## src/rtl/button_pulse_conditioner_if.sv

```systemverilog
// button_pulse_conditioner_if: raw button in, debounced level and press pulse out.
interface button_pulse_conditioner_if;
    logic button_i;
    logic level_o;
    logic pulse_o;
    modport master (output button_i, input level_o, input pulse_o);
    modport slave (input button_i, output level_o, output pulse_o);
endinterface

```

## src/rtl/button_pulse_conditioner.sv

```systemverilog
// button_pulse_conditioner: synchronise, debounce and edge-detect one push button into level + single pulse.
// Define AUTO_REPEAT_EN to emit repeat pulses while the button stays held.
module button_pulse_conditioner #(
    parameter int SYNC_STAGES     = 2,
    parameter int DEBOUNCE_CYCLES = 1_000_000,
    parameter int REPEAT_DELAY    = 50_000_000,
    parameter int REPEAT_PERIOD   = 10_000_000
) (
    input logic clk,
    input logic rst,
    button_pulse_conditioner_if.slave btn
);
    localparam int CW = $clog2(DEBOUNCE_CYCLES + 1);
    localparam logic [1:0] IDLE         = 2'd0;
    localparam logic [1:0] PRESS_WAIT   = 2'd1;
    localparam logic [1:0] PRESSED      = 2'd2;
    localparam logic [1:0] RELEASE_WAIT = 2'd3;

    if (SYNC_STAGES < 2 || DEBOUNCE_CYCLES < 1 || REPEAT_DELAY < 1 || REPEAT_PERIOD < 1) begin : g_bad_params
        $error("button_pulse_conditioner: illegal parameter value");
    end

    logic [SYNC_STAGES-1:0] sync_q;
    logic [1:0] state_q, state_d;
    logic [CW-1:0] cnt_q, cnt_d;
    logic level_q, level_d, pulse_q, pulse_d;
    logic btn_s, cnt_done, press_pulse;

    assign btn_s = sync_q[SYNC_STAGES-1];
    assign cnt_done = cnt_q == CW'(DEBOUNCE_CYCLES - 1);

    always_comb begin
        state_d = state_q == IDLE       ? (btn_s ? PRESS_WAIT : IDLE) :
                  state_q == PRESS_WAIT ? (!btn_s ? IDLE : cnt_done ? PRESSED : PRESS_WAIT) :
                  state_q == PRESSED    ? (btn_s ? PRESSED : RELEASE_WAIT) :
                                          (btn_s ? PRESSED : cnt_done ? IDLE : RELEASE_WAIT);
        cnt_d = state_d != state_q ? '0 : cnt_q == CW'(DEBOUNCE_CYCLES) ? cnt_q : cnt_q + CW'(1);
        press_pulse = state_q == PRESS_WAIT && state_d == PRESSED;
        level_d = state_d == PRESSED || state_d == RELEASE_WAIT;
    end

`ifdef AUTO_REPEAT_EN
    localparam int RMAX = REPEAT_DELAY > REPEAT_PERIOD ? REPEAT_DELAY : REPEAT_PERIOD;
    localparam int RW = $clog2(RMAX + 1);
    logic [RW-1:0] rcnt_q, rcnt_d;
    logic rep_q, rep_d, staying, rep_hit;
    // rep_q selects the first-repeat delay versus the steady repeat period
    always_comb begin
        staying = state_q == PRESSED && state_d == PRESSED;
        rep_hit = staying && rcnt_q == (rep_q ? RW'(REPEAT_PERIOD - 1) : RW'(REPEAT_DELAY - 1));
        rcnt_d = staying && !rep_hit ? rcnt_q + RW'(1) : '0;
        rep_d = staying && (rep_q || rep_hit);
        pulse_d = press_pulse || rep_hit;
    end

    always_ff @(posedge clk or negedge rst) begin
        if (!rst) begin
            rcnt_q <= '0;
            rep_q <= 1'b0;
        end else begin
            rcnt_q <= rcnt_d;
            rep_q <= rep_d;
        end
    end
`else
    assign pulse_d = press_pulse;
`endif

    always_ff @(posedge clk or negedge rst) begin
        if (!rst) begin
            sync_q <= '0;
            state_q <= IDLE;
            cnt_q <= '0;
            level_q <= 1'b0;
            pulse_q <= 1'b0;
        end else begin
            sync_q <= {sync_q[SYNC_STAGES-2:0], btn.button_i};
            state_q <= state_d;
            cnt_q <= cnt_d;
            level_q <= level_d;
            pulse_q <= pulse_d;
        end
    end

    assign btn.level_o = level_q;
    assign btn.pulse_o = pulse_q;
endmodule

```

## src/flat_wrapper.sv

```systemverilog
// flat-port wrapper written by rule: the top's interface ports become plain ports
module button_pulse_conditioner_flat 
#(
    parameter int SYNC_STAGES     = 2,
    parameter int DEBOUNCE_CYCLES = 1_000_000,
    parameter int REPEAT_DELAY    = 50_000_000,
    parameter int REPEAT_PERIOD   = 10_000_000
)
  (clk, rst, btn_button_i, btn_level_o, btn_pulse_o);
  button_pulse_conditioner_if btn_i ();
  input logic clk;
  input logic rst;
  input wire logic [$bits(btn_i.button_i)-1:0] btn_button_i;
  output wire logic [$bits(btn_i.level_o)-1:0] btn_level_o;
  output wire logic [$bits(btn_i.pulse_o)-1:0] btn_pulse_o;
  assign btn_i.button_i = btn_button_i;
  assign btn_level_o = btn_i.level_o;
  assign btn_pulse_o = btn_i.pulse_o;
  button_pulse_conditioner #(.SYNC_STAGES(SYNC_STAGES), .DEBOUNCE_CYCLES(DEBOUNCE_CYCLES), .REPEAT_DELAY(REPEAT_DELAY), .REPEAT_PERIOD(REPEAT_PERIOD)) u_core (.clk(clk), .rst(rst), .btn(btn_i));
endmodule
```

## config.mk

```make
export PLATFORM = sky130hd
export DESIGN_NAME = button_pulse_conditioner_flat
export DESIGN_NICKNAME = d
export VERILOG_FILES = /design/src/rtl/button_pulse_conditioner_if.sv /design/src/rtl/button_pulse_conditioner.sv /design/src/flat_wrapper.sv
export SDC_FILE = /design/constraint.sdc
export NUM_CORES = 1
export LEC_CHECK = 0
export ABC_CLOCK_PERIOD_IN_PS = 2300
export BUFFER_PORTS_ARGS = -buffer_cell sky130_fd_sc_hd__clkbuf_2
export CAP_MARGIN = 25
export CELL_PAD_IN_SITES_DETAIL_PLACEMENT = 0
export CELL_PAD_IN_SITES_GLOBAL_PLACEMENT = 1
export CORE_AREA = 10 10 64 66
export CTS_BUF_LIST = sky130_fd_sc_hd__clkbuf_4 sky130_fd_sc_hd__clkbuf_8
export CTS_CLUSTER_DIAMETER = 50
export DETAILED_ROUTE_END_ITERATION = 6
export DIE_AREA = 0 0 74 76
export GPL_TIMING_DRIVEN = 0
export PLACE_DENSITY_LB_ADDON = 0.1
export SYNTH_ARGS = -nofsm -noshare
export SYNTH_HDL_FRONTEND = slang
export SYNTH_SLANG_ARGS = --single-unit
```

## constraint.sdc

```tcl
create_clock -name clk -period 2.3 [get_ports clk]
set_input_delay 0.575 -clock clk [delete_from_list [all_inputs] [get_ports clk]]
set_output_delay 0.575 -clock clk [all_outputs]
set_load 0.01 [all_outputs]
```

==> results.md, run 1 <==
- CP max-delay cell: dfrtp_1
- Num CTS Buffers: 3
- Overall Power: 838 uW
- Initial core utilization: 46.2%
- Skew-Pair Late Insertion Delay: 320 ps
- GRT overflow: 0
- Synth Flop Type: dfrtp_1
- DP Area: 1410 sq um
- Clock Sinks: 26
- Max H-tree Level: 1
- Slew Viols, Final: 0
- Ant diodes: 0
- Reg-to-reg slack, setup: 220 ps
- Least-Margin Pin Slew: 672 ps
- M2 GR Usage: 15.7%
- CTS root buffer: clkbuf_4
- Post-synthesis sequential area ratio: 48.1%
- Syn_nets: 138
- Synth area leaders: dfrtp_1 (48%), xor2_1 (4.5%), a21oi_1 (4.1%), nand3_1 (3.3%), xnor2_1 (3.2%)
- Most crowded layer after global routing: met2
- P_leak: 0.606 nW
- Crit-path leading delay family: flip-flops
- Area grow syn2layout: 8.52%
- Layout cells sized above 1: 14.2%
- Final Cell Area: 1470 sq um
- EDFF count, synth: 0
- DRT antenna net count: 0
- WS Path Type: reg -> reg
- #FFs+latches synth: 26
- Worst Slack Setup Final: 222 ps
- Via-to-Cell Ratio: 5.67
- TNS Setup: 0 ps
- Dpl ws: 146 ps
- Ys async rst share: 100%
- GRT Overall Usage: 10.0%
- Top cell type's share of synthesized area: 48.1%
- Num ports: 5
- WP data arrival: 2310 ps
- GP Congestion: 0.757
- CP endpoint kind: register
- Type of the tightest min-delay check: in -> async
- Drt wl/cell: 15.5 um
- Vias: 986
- Die W: 74 um
- Detailed Place HPWL: 1850 um
- Peak VDD IR: 0.349 mV
- Clock Tree Buf Depth: 2
- Number of global-route vias before repair: 996
- Cells after Synth: 133
- Crit path buf inv count: 2
- Req. time, crit path: 2530 ps
- Top cells by count, synth: dfrtp_1 (26), a21oi_1 (11), nand3_1 (9), o21ai_0 (7), xor2_1 (7)
- First drt pass iteration count: 4
- Worst Skew: 7.99 ps
- Post-Syn Area: 1350 sq um
- M3 GR Usage: 2.08%
- R2R Path Start: u_core.cnt_q[0]$_DFFE_PN0P_
- R2r worst-path depth: 7
- Worst Path Max Fanout: 10
- Hold buffers post-CTS: 0
- Syn Area/Cell: 10.2 sq um
- Clock transition at path regs: 150 ps
- Slowest stage delay, CP: 490 ps
- Crit path cell chain: ha_1 > and4_1 > clkbuf_1 > nand4b_1 > o21ai_0 > buf_4 > o2bb2a_1
- Synth unique cells: 36
- Outcome: completed
- Die height: 76 um
- # port buffers: 4
- F_max: 0.481 GHz
- Initial antenna violation count: 0
- RSZ-0062 raised after global routing: false
- Synthesis Warnings: 0
- Post-CTS Setup Bufs: 0
- R2r endpoint: u_core.cnt_q[1]$_DFFE_PN0P_
- Largest net degree at the start of global routing: 27
- Layout filler cell count: 277
- Worst setup SP type: register
- Max cap viols: 0
- Final WL: 2690 um
- Yosys top cell by area: dfrtp_1
- Endpoints failing setup: 0
- Core area: 2930 sq um
- Die ar.: 5620 sq um
- Rel. slew slack: 55.2%
- CTS tree: done
- Min cycle time layout: 2080 ps
- Iter 0 DRT Violations: 88
- Most common cell in the netlist: dfrtp_1
- Hold Vio Cnt, Final: 0
- Final #Nets: 147
- First-pass GRT wire length: 4660 um
- Pwr Density: 572 nW/um^2
- Util after Layout: 50.1%
- # DRC: 0
- Met1 Track Usage GR: 13.4%
- Tcrit/Tclk final: 90.3%
- # rows: 20
## cell families after synthesis
| group | synth area share [%] |
|---|---|
| AOI/OAI and AO/OA | 14.6 |
| xor gates and xnor gates | 7.78 |
| adders and majority gates | 1.85 |
| buffers and inverters | 3.52 |
| DFF | 48.1 |
| muxes | 1.67 |
| and+or+nand+nor | 22.4 |
## how the worst max path moves through the flow
stage                                         to  cells past startpoint                        start
finish               u_core.cnt_q[1]$_DFFE_PN0P_                      7  u_core.cnt_q[0]$_DFFE_PN0P_
global route         u_core.cnt_q[1]$_DFFE_PN0P_                      7  u_core.cnt_q[0]$_DFFE_PN0P_
CTS                  u_core.cnt_q[7]$_DFFE_PN0P_                      7  u_core.cnt_q[0]$_DFFE_PN0P_
detailed placement  u_core.cnt_q[12]$_DFFE_PN0P_                      7  u_core.cnt_q[0]$_DFFE_PN0P_
global placement    u_core.cnt_q[12]$_DFFE_PN0P_                      7  u_core.cnt_q[0]$_DFFE_PN0P_
floorplan            u_core.cnt_q[1]$_DFFE_PN0P_                      7  u_core.cnt_q[0]$_DFFE_PN0P_
## report_power, final
part / switching, mW / internal (mW)
clock: 0.142 / 0.176
combinational: 0.0296 / 0.0160
sequential: 0.00981 / 0.465
total: 0.181 / 0.657
## worst reg2reg max path, delay by kind of cell (launching register included)
kind / cells / cell delay [ps]
AOI/OAI and AO/OA: 2 / 460
buffers and inverters: 2 / 470
adders and majority gates: 1 / 230
and+or+nand+nor: 2 / 340
DFF: 1 / 490
## metrics by stage
step,hold slack [ps],cells
2_1_floorplan,279,133
3_3_place_gp,341,170
3_5_place_dp,336,170
4_1_cts,255,174
5_1_grt,264,174
6_report,252,174
## cells in the final DEF, fill, tap and decap left out, types with 2 or more instances in the layout
master and n:
inv_1 5, o21ai_0 7, clkbuf_1 2, nor3_1 4
clkbuf_4 3, a22oi_2 3, clkbuf_2 5, nor4_1 2
nor2_1 3, o21a_1 2, a22oi_1 4, mux2_2 2
or3_1 6, ha_1 2, buf_2 2, xor2_1 7
and4_1 3, nand3_1 9, nand4b_1 2, nand4_1 3
nand2_1 6, and3_1 3, xnor2_1 5, dfrtp_1 26
a21oi_1 11
## repair_timing
item                                   CTS  global route
setup endpoints to repair                0            10
endpoints found under the hold margin    0             0
gates resized for setup                  0             2
## final cells by class
cell class	instances	area (sq um)	share of cell area [%]
Buffer	6	30.0	2.05
Clock buffer	3	22.5	1.54
Clock inverter	1	30.0	2.05
Inverter	5	18.8	1.28
Multi-Input combinational cell	96	653	44.5
Sequential cell	26	651	44.4
Tap cell	33	41.3	2.82
Timing Repair Buffer	4	20.0	1.37
## state kept, by name (all words and copies together), names as in the netlist
| register | count |
|---|---|
| u_core.cnt_q | 20 |
| u_core.state_q | 2 |
| u_core.sync_q | 2 |
| u_core.btn.level_o | 1 |
| u_core.btn.pulse_o | 1 |
## per-layer routing
layer / part of all wire (%) / up-vias
met5: 0 / -
met4: 0.45 / 0
met3: 2.9 / 2
met2: 45 / 10
met1: 51 / 475
li1: - / 499
Note: power is estimated with default switching activity, not from simulation.
==> run 2, diff against run 1 <==
--- a/config.mk
+++ b/config.mk
@@ -17,6 +17,7 @@
 export DIE_AREA = 0 0 74 76
 export GPL_TIMING_DRIVEN = 0
 export PLACE_DENSITY_LB_ADDON = 0.1
+export RECOVER_POWER = 100
 export SYNTH_ARGS = -nofsm -noshare
 export SYNTH_HDL_FRONTEND = slang
 export SYNTH_SLANG_ARGS = --single-unit
==> run 2 against run 1 <==
Critical endpoint unchanged. Wire length up 0.19%. Sequential share of layout area up 0.58 points. First-iteration DRC count down 15%.
==> results.md, run 2 (synthesis results as in run 1) <==
- Outcome: completed
- Area grow syn2layout: 7.13%
- Initial core utilization: 46.2%
- Switching Share: 21.3%
- Skew-Pair Late Insertion Delay: 320 ps
- Num ports: 5
- CP endpoint kind: register
- P_leak: 0.597 nW
- Detailed Place HPWL: 1850 um
- Iter 0 DRT Violations: 75
- Worst setup SP type: register
- Seq pwr share: 56.9%
- Layout cells sized above 1: 9.93%
- First drt pass iteration count: 4
- Via-to-Cell Ratio: 5.75
- Slew Viols, Final: 0
- Multi-input logic area: 638 sq um
- Req. time, crit path: 2530 ps
- Hold buffers post-CTS: 0
- Hold slack: 344 ps
- Worst Path Max Fanout: 10
- Power Internal: 656 uW
- Max H-tree Level: 1
- R2R Path Start: u_core.cnt_q[0]$_DFFE_PN0P_
- Layout filler cell count: 280
- Met1 Track Usage GR: 13.4%
- Vias: 1000
- NetSw: 178 uW
- Initial antenna violation count: 0
- M3 GR Usage: 2.08%
- Type of the tightest min-delay check: in -> reg
- Max cap viols: 0
- Setup crit end: u_core.cnt_q[1]$_DFFE_PN0P_
- CTS tree: done
- WS Path Type: reg -> reg
- M2 GR Usage: 15.7%
- Biggest register: u_core.cnt_q
- Drt wl/cell: 15.5 um
- GRT Overall Usage: 10.0%
- R2r worst-path depth: 7
- Clock transition at path regs: 150 ps
- Largest net degree at the start of global routing: 27
- Clock share of power: 37.8%
- # DRC: 0
- Endpoints failing setup: 0
- Num CTS Buffers: 3
- F_max: 0.485 GHz
- Pwr Density: 576 nW/um^2
- Clock Sinks: 26
- Least-Margin Pin Slew: 1410 ps
- Die ar.: 5620 sq um
- Die W: 74 um
- DRT antenna net count: 0
- Commonest cells after routing, fill and taps aside: dfrtp_1 (26), a21oi_1 (11), nand3_1 (9)
- Hold Vio Cnt, Final: 0
- First-pass GRT wire length: 4660 um
- RSZ-0062 raised after global routing: false
- Origin of the worst setup path: u_core.cnt_q[0]$_DFFE_PN0P_
- Final WL: 2700 um
- Clock Tree Buf Depth: 2
- Ant diodes: 0
- GRT overflow: 0
- Register area: 651 sq um
- Most crowded layer after global routing: met2
- # rows: 20
- R2r endpoint: u_core.cnt_q[1]$_DFFE_PN0P_
- Rel. slew slack: 5.74%
- Core area: 2930 sq um
- Comb pwr share: 5.3%
- Top Registers: u_core.cnt_q x20, u_core.state_q x2, u_core.sync_q x2
- Die height: 76 um
- TNS Setup: 0 ps
- Most common cell after layout, fill and taps aside: dfrtp_1
- Number of global-route vias before repair: 996
- Reg-to-reg slack, setup: 240 ps
- Largest register FFs: 20
- Tcrit/Tclk final: 89.6%
- Worst Skew: 4.07 ps
- Peak VDD IR: 0.349 mV
- # port buffers: 4
- GP Congestion: 0.757
- Min cycle time layout: 2060 ps
- Final #Nets: 147
- CTS root buffer: clkbuf_4
- WP data arrival: 2290 ps
==> run 2: changes by cell type in the layout (fill, tap and decap cells not counted) <==
| cell | previous run | this run |
|---|---|---|
| a22oi_1 | 4 | 7 |
| a22oi_2 | 3 | 0 |
| clkbuf_1 | 2 | 5 |
| clkbuf_2 | 5 | 2 |
==> run 2: timing repair <==
action | in CTS | in global routing
gates resized for setup | 0 | 2
endpoints found under the hold margin | 0 | 0
buffers inserted | 0 | 0
endpoints found under the setup margin | 0 | 10
==> run 2: stage by stage <==
stage / total power [mW] / cells / worst slack, ps / area, sq um / utilization, %
2_1_floorplan: 0.509 / 133 / 493 / 1350 / -
3_3_place_gp: 0.528 / 170 / 187 / 1410 / 48.2
6_report: 0.834 / 174 / 238 / 1450 / 49.4
4_1_cts: 0.849 / 174 / 102 / 1470 / 50.0
3_5_place_dp: 0.529 / 170 / 146 / 1410 / 48.2
5_1_grt: 0.878 / 174 / 13.4 / 1450 / 49.4
==> run 2: power by group through the flow <==
stage          logic (mW)  registers, mW  clock network, mW
2_1_floorplan      0.0286          0.480                  0
3_3_place_gp       0.0457          0.482                  0
3_5_place_dp       0.0463          0.483                  0
4_1_cts            0.0464          0.474              0.329
5_1_grt            0.0519          0.476              0.349
6_report           0.0443          0.474              0.315
==> run 2: metal layers <==
metal	vias to the layer above	share of wire [%]
met5	-	0
met4	0	0.44
met3	2	3.4
met2	17	46
met1	481	50
li1	500	-
==> run 2: worst min-delay path by stage <==
stage / from / endpoint / slack [ps] / depth (start not counted)
final: btn_button_i / u_core.sync_q[0]$_DFF_PN0_ / 340 / 1
after global routing: btn_button_i / u_core.sync_q[0]$_DFF_PN0_ / 310 / 1
after CTS: rst / u_core.cnt_q[11]$_DFFE_PN0P_ / 250 / 1
after detailed placement: u_core.sync_q[0]$_DFF_PN0_ / u_core.sync_q[1]$_DFF_PN0_ / 340 / 0
after global placement: u_core.sync_q[0]$_DFF_PN0_ / u_core.sync_q[1]$_DFF_PN0_ / 340 / 0
after floorplan: rst / u_core.btn.level_o$_DFF_PN0_ / 280 / 0
==> run 2: cell type report <==
| type | count | area share [%] |
|---|---|---|
| clock inverter | 1 | 2.07 |
| tap | 33 | 2.85 |
| sequential | 26 | 44.9 |
| timing repair buffer | 4 | 1.12 |
| multi-input combinational | 96 | 44.1 |
| inverter | 5 | 1.30 |
| buffer | 6 | 2.07 |
| clock buffer | 3 | 1.56 |
==> run 2: critical path: stages, from the launching register on <==
cell and delay, ps:
dfrtp_1 480, ha_1 230, and4_1 190, clkbuf_1 230
nand4b_1 150, o21ai_0 240, buf_4 230, o2bb2a_1 220
==> run 3, diff against run 2 <==
--- a/config.mk
+++ b/config.mk
@@ -6,15 +6,15 @@
 export NUM_CORES = 1
 export LEC_CHECK = 0
 export ABC_CLOCK_PERIOD_IN_PS = 2300
-export BUFFER_PORTS_ARGS = -buffer_cell sky130_fd_sc_hd__clkbuf_2
+export BUFFER_PORTS_ARGS = -buffer_cell sky130_fd_sc_hd__buf_4
 export CAP_MARGIN = 25
 export CELL_PAD_IN_SITES_DETAIL_PLACEMENT = 0
 export CELL_PAD_IN_SITES_GLOBAL_PLACEMENT = 1
-export CORE_AREA = 10 10 64 66
+export CORE_AREA = 2 2 55 57
 export CTS_BUF_LIST = sky130_fd_sc_hd__clkbuf_4 sky130_fd_sc_hd__clkbuf_8
 export CTS_CLUSTER_DIAMETER = 50
 export DETAILED_ROUTE_END_ITERATION = 6
-export DIE_AREA = 0 0 74 76
+export DIE_AREA = 0 0 57 59
 export GPL_TIMING_DRIVEN = 0
 export PLACE_DENSITY_LB_ADDON = 0.1
 export RECOVER_POWER = 100
==> run 3 against run 2 <==
Power decreased by 10%. Largest power group unchanged. Sequential power about the same. Count of clock-buffer cells in the layout increased by 1. Clock skew about the same. Design area decreased by 1.1%. Maximum frequency decreased by 1.6%. Core utilization increased by 3.4 points.
==> results.md, run 3 (synthesis results as in run 1) <==
- Clock Tree Buf Depth: 2
- # DRC: 0
- First-pass GRT wire length: 4510 um
- CTS root buffer: clkbuf_4
- Layout filler cell count: 265
- Initial core utilization: 49.9%
- Min cycle time layout: 2100 ps
- Worst Path Max Fanout: 7
- DP Area: 1420 sq um
- Post-CTS Setup Bufs: 0
- Detailed Place HPWL: 1840 um
- WP data arrival: 2340 ps
- Slew Viols, Final: 0
- Drt wl/cell: 15.0 um
- Max cap viols: 0
- Hold buffers post-CTS: 0
- Clock transition at path regs: 140 ps
- Endpoints failing setup: 0
- Peak VDD IR: 0.333 mV
- Rel. slew slack: 7.52%
- CP max-delay cell: dfrtp_1
- GRT overflow: 0
- Via-to-Cell Ratio: 5.93
- Outcome: completed
- Tcrit/Tclk final: 91.1%
- TNS Setup: 0 ps
- Most common cell after layout, fill and taps aside: dfrtp_1
- Die height: 59 um
- Commonest cells after routing, fill and taps aside: dfrtp_1 (26), a21oi_1 (11), nand3_1 (9)
- Pwr Density: 525 nW/um^2
- Number of global-route vias before repair: 1000
- Worst Skew: 3.62 ps
- WS Path Type: reg -> reg
- Final Cell Area: 1430 sq um
- Least-Margin Pin Slew: 1390 ps
- Num ports: 5
- Area grow syn2layout: 5.93%
- Largest register FFs: 20
- Clock share of power: 30.7%
- Crit-path leading delay family: simple AND/OR/NAND/NOR gates
- Core area: 2710 sq um
- Die W: 57 um
- RSZ-0062 raised after global routing: false
- Seq pwr share: 63.2%
- Ant diodes: 0
- Dpl ws: 137 ps
- Layout cells sized above 1: 9.93%
- Crit path buf inv count: 1
- Final Non-Filler Cells: 172
- P_leak: 0.591 nW
- # rows: 19
- CP endpoint kind: register
- GP Congestion: 0.780
- Power Internal: 578 uW
- Final WL: 2580 um
- Biggest register: u_core.cnt_q
- Worst setup SP type: register
- DRT antenna net count: 0
- Req. time, crit path: 2540 ps
- GRT Overall Usage: 17.5%
- # port buffers: 4
- Comb pwr share: 6.1%
- Num CTS Buffers: 3
- DP Cell Count: 168
- Initial antenna violation count: 0
- Iter 0 DRT Violations: 21
- Type of the tightest min-delay check: reg -> reg
- Skew-Pair Late Insertion Delay: 320 ps
- NetSw: 173 uW
- Final #Nets: 147
- CTS tree: done
- Top Registers: u_core.cnt_q x20, u_core.state_q x2, u_core.sync_q x2
- Vias: 1020
- Slowest stage delay, CP: 490 ps
- Util after Layout: 52.8%
- F_max: 0.477 GHz
- Die ar.: 3360 sq um
- Clock Sinks: 26
- Hold Vio Cnt, Final: 0
- Worst Slack Setup Final: 204 ps
- First drt pass iteration count: 4
- Largest net degree at the start of global routing: 27
- Switching Share: 23.1%
- Max H-tree Level: 1
- Crit path cell chain: ha_1 > and4_1 > clkbuf_1 > nand4_1 > or3_1 > a22oi_1
## run 3: changes by cell type in the layout (fill, tap and decap cells not counted), sizes merged
cell	before	now
bufinv	1	0
clkbuf	10	11
## run 3: final timing paths
| check | to | cells after the start | slack (ps) | start |
|---|---|---|---|---|
| hold / removal | u_core.sync_q[1]$_DFF_PN0_ | 0 | 370 | u_core.sync_q[0]$_DFF_PN0_ |
| max in group asynchronous | u_core.cnt_q[2]$_DFFE_PN0P_ | 1 | 950 | rst |
| min in group asynchronous | u_core.cnt_q[15]$_DFFE_PN0P_ | 1 | 540 | rst |
| setup / recovery | u_core.cnt_q[18]$_DFFE_PN0P_ | 6 | 200 | u_core.cnt_q[0]$_DFFE_PN0P_ |
| setup reg to reg | u_core.cnt_q[18]$_DFFE_PN0P_ | 6 | 200 | u_core.cnt_q[0]$_DFFE_PN0P_ |
| hold reg to reg | u_core.sync_q[1]$_DFF_PN0_ | 0 | 370 | u_core.sync_q[0]$_DFF_PN0_ |
## run 3: routing by layer
| metal | vias up | GRT usage [%] | share of wire [%] |
|---|---|---|---|
| met2 | 15 | 29.2 | 49 |
| met3 | 2 | 1.97 | 2.6 |
| met5 | - | 0 | 0 |
| li1 | 503 | - | - |
| met1 | 500 | 23.3 | 47 |
| met4 | 0 | 6.98 | 0.66 |
## run 3: stage by stage
step	power (mW)	hold slack, ps
after floorplan	0.509	279
after global placement	0.529	333
after detailed placement	0.532	336
after CTS	0.766	134
after global routing	0.783	351
final	0.751	365
## run 3: what timing repair did
action                                 in CTS  in global routing
endpoints found under the hold margin       0                  0
setup endpoints to repair                   0                 10
gates resized for setup                     0                  2
## run 3: power groups by stage
| stage | sequential, mW | clock [mW] | combinational (mW) |
|---|---|---|---|
| floorplan | 0.480 | 0 | 0.0286 |
| global placement | 0.483 | 0 | 0.0463 |
| detailed placement | 0.483 | 0 | 0.0489 |
| CTS | 0.474 | 0.243 | 0.0488 |
| global route | 0.476 | 0.254 | 0.0524 |
| finish | 0.474 | 0.231 | 0.0457 |
## run 3: cell type report
class	count	area, sq um	share of cell area [%]
well taps	31	38.8	2.71
inverters	5	18.8	1.31
plain buffers	6	30.0	2.10
flip-flops and latches	26	651	45.5
repair buffers	4	18.8	1.31
multi-input cells	96	638	44.6
clock buffers	4	36.3	2.53
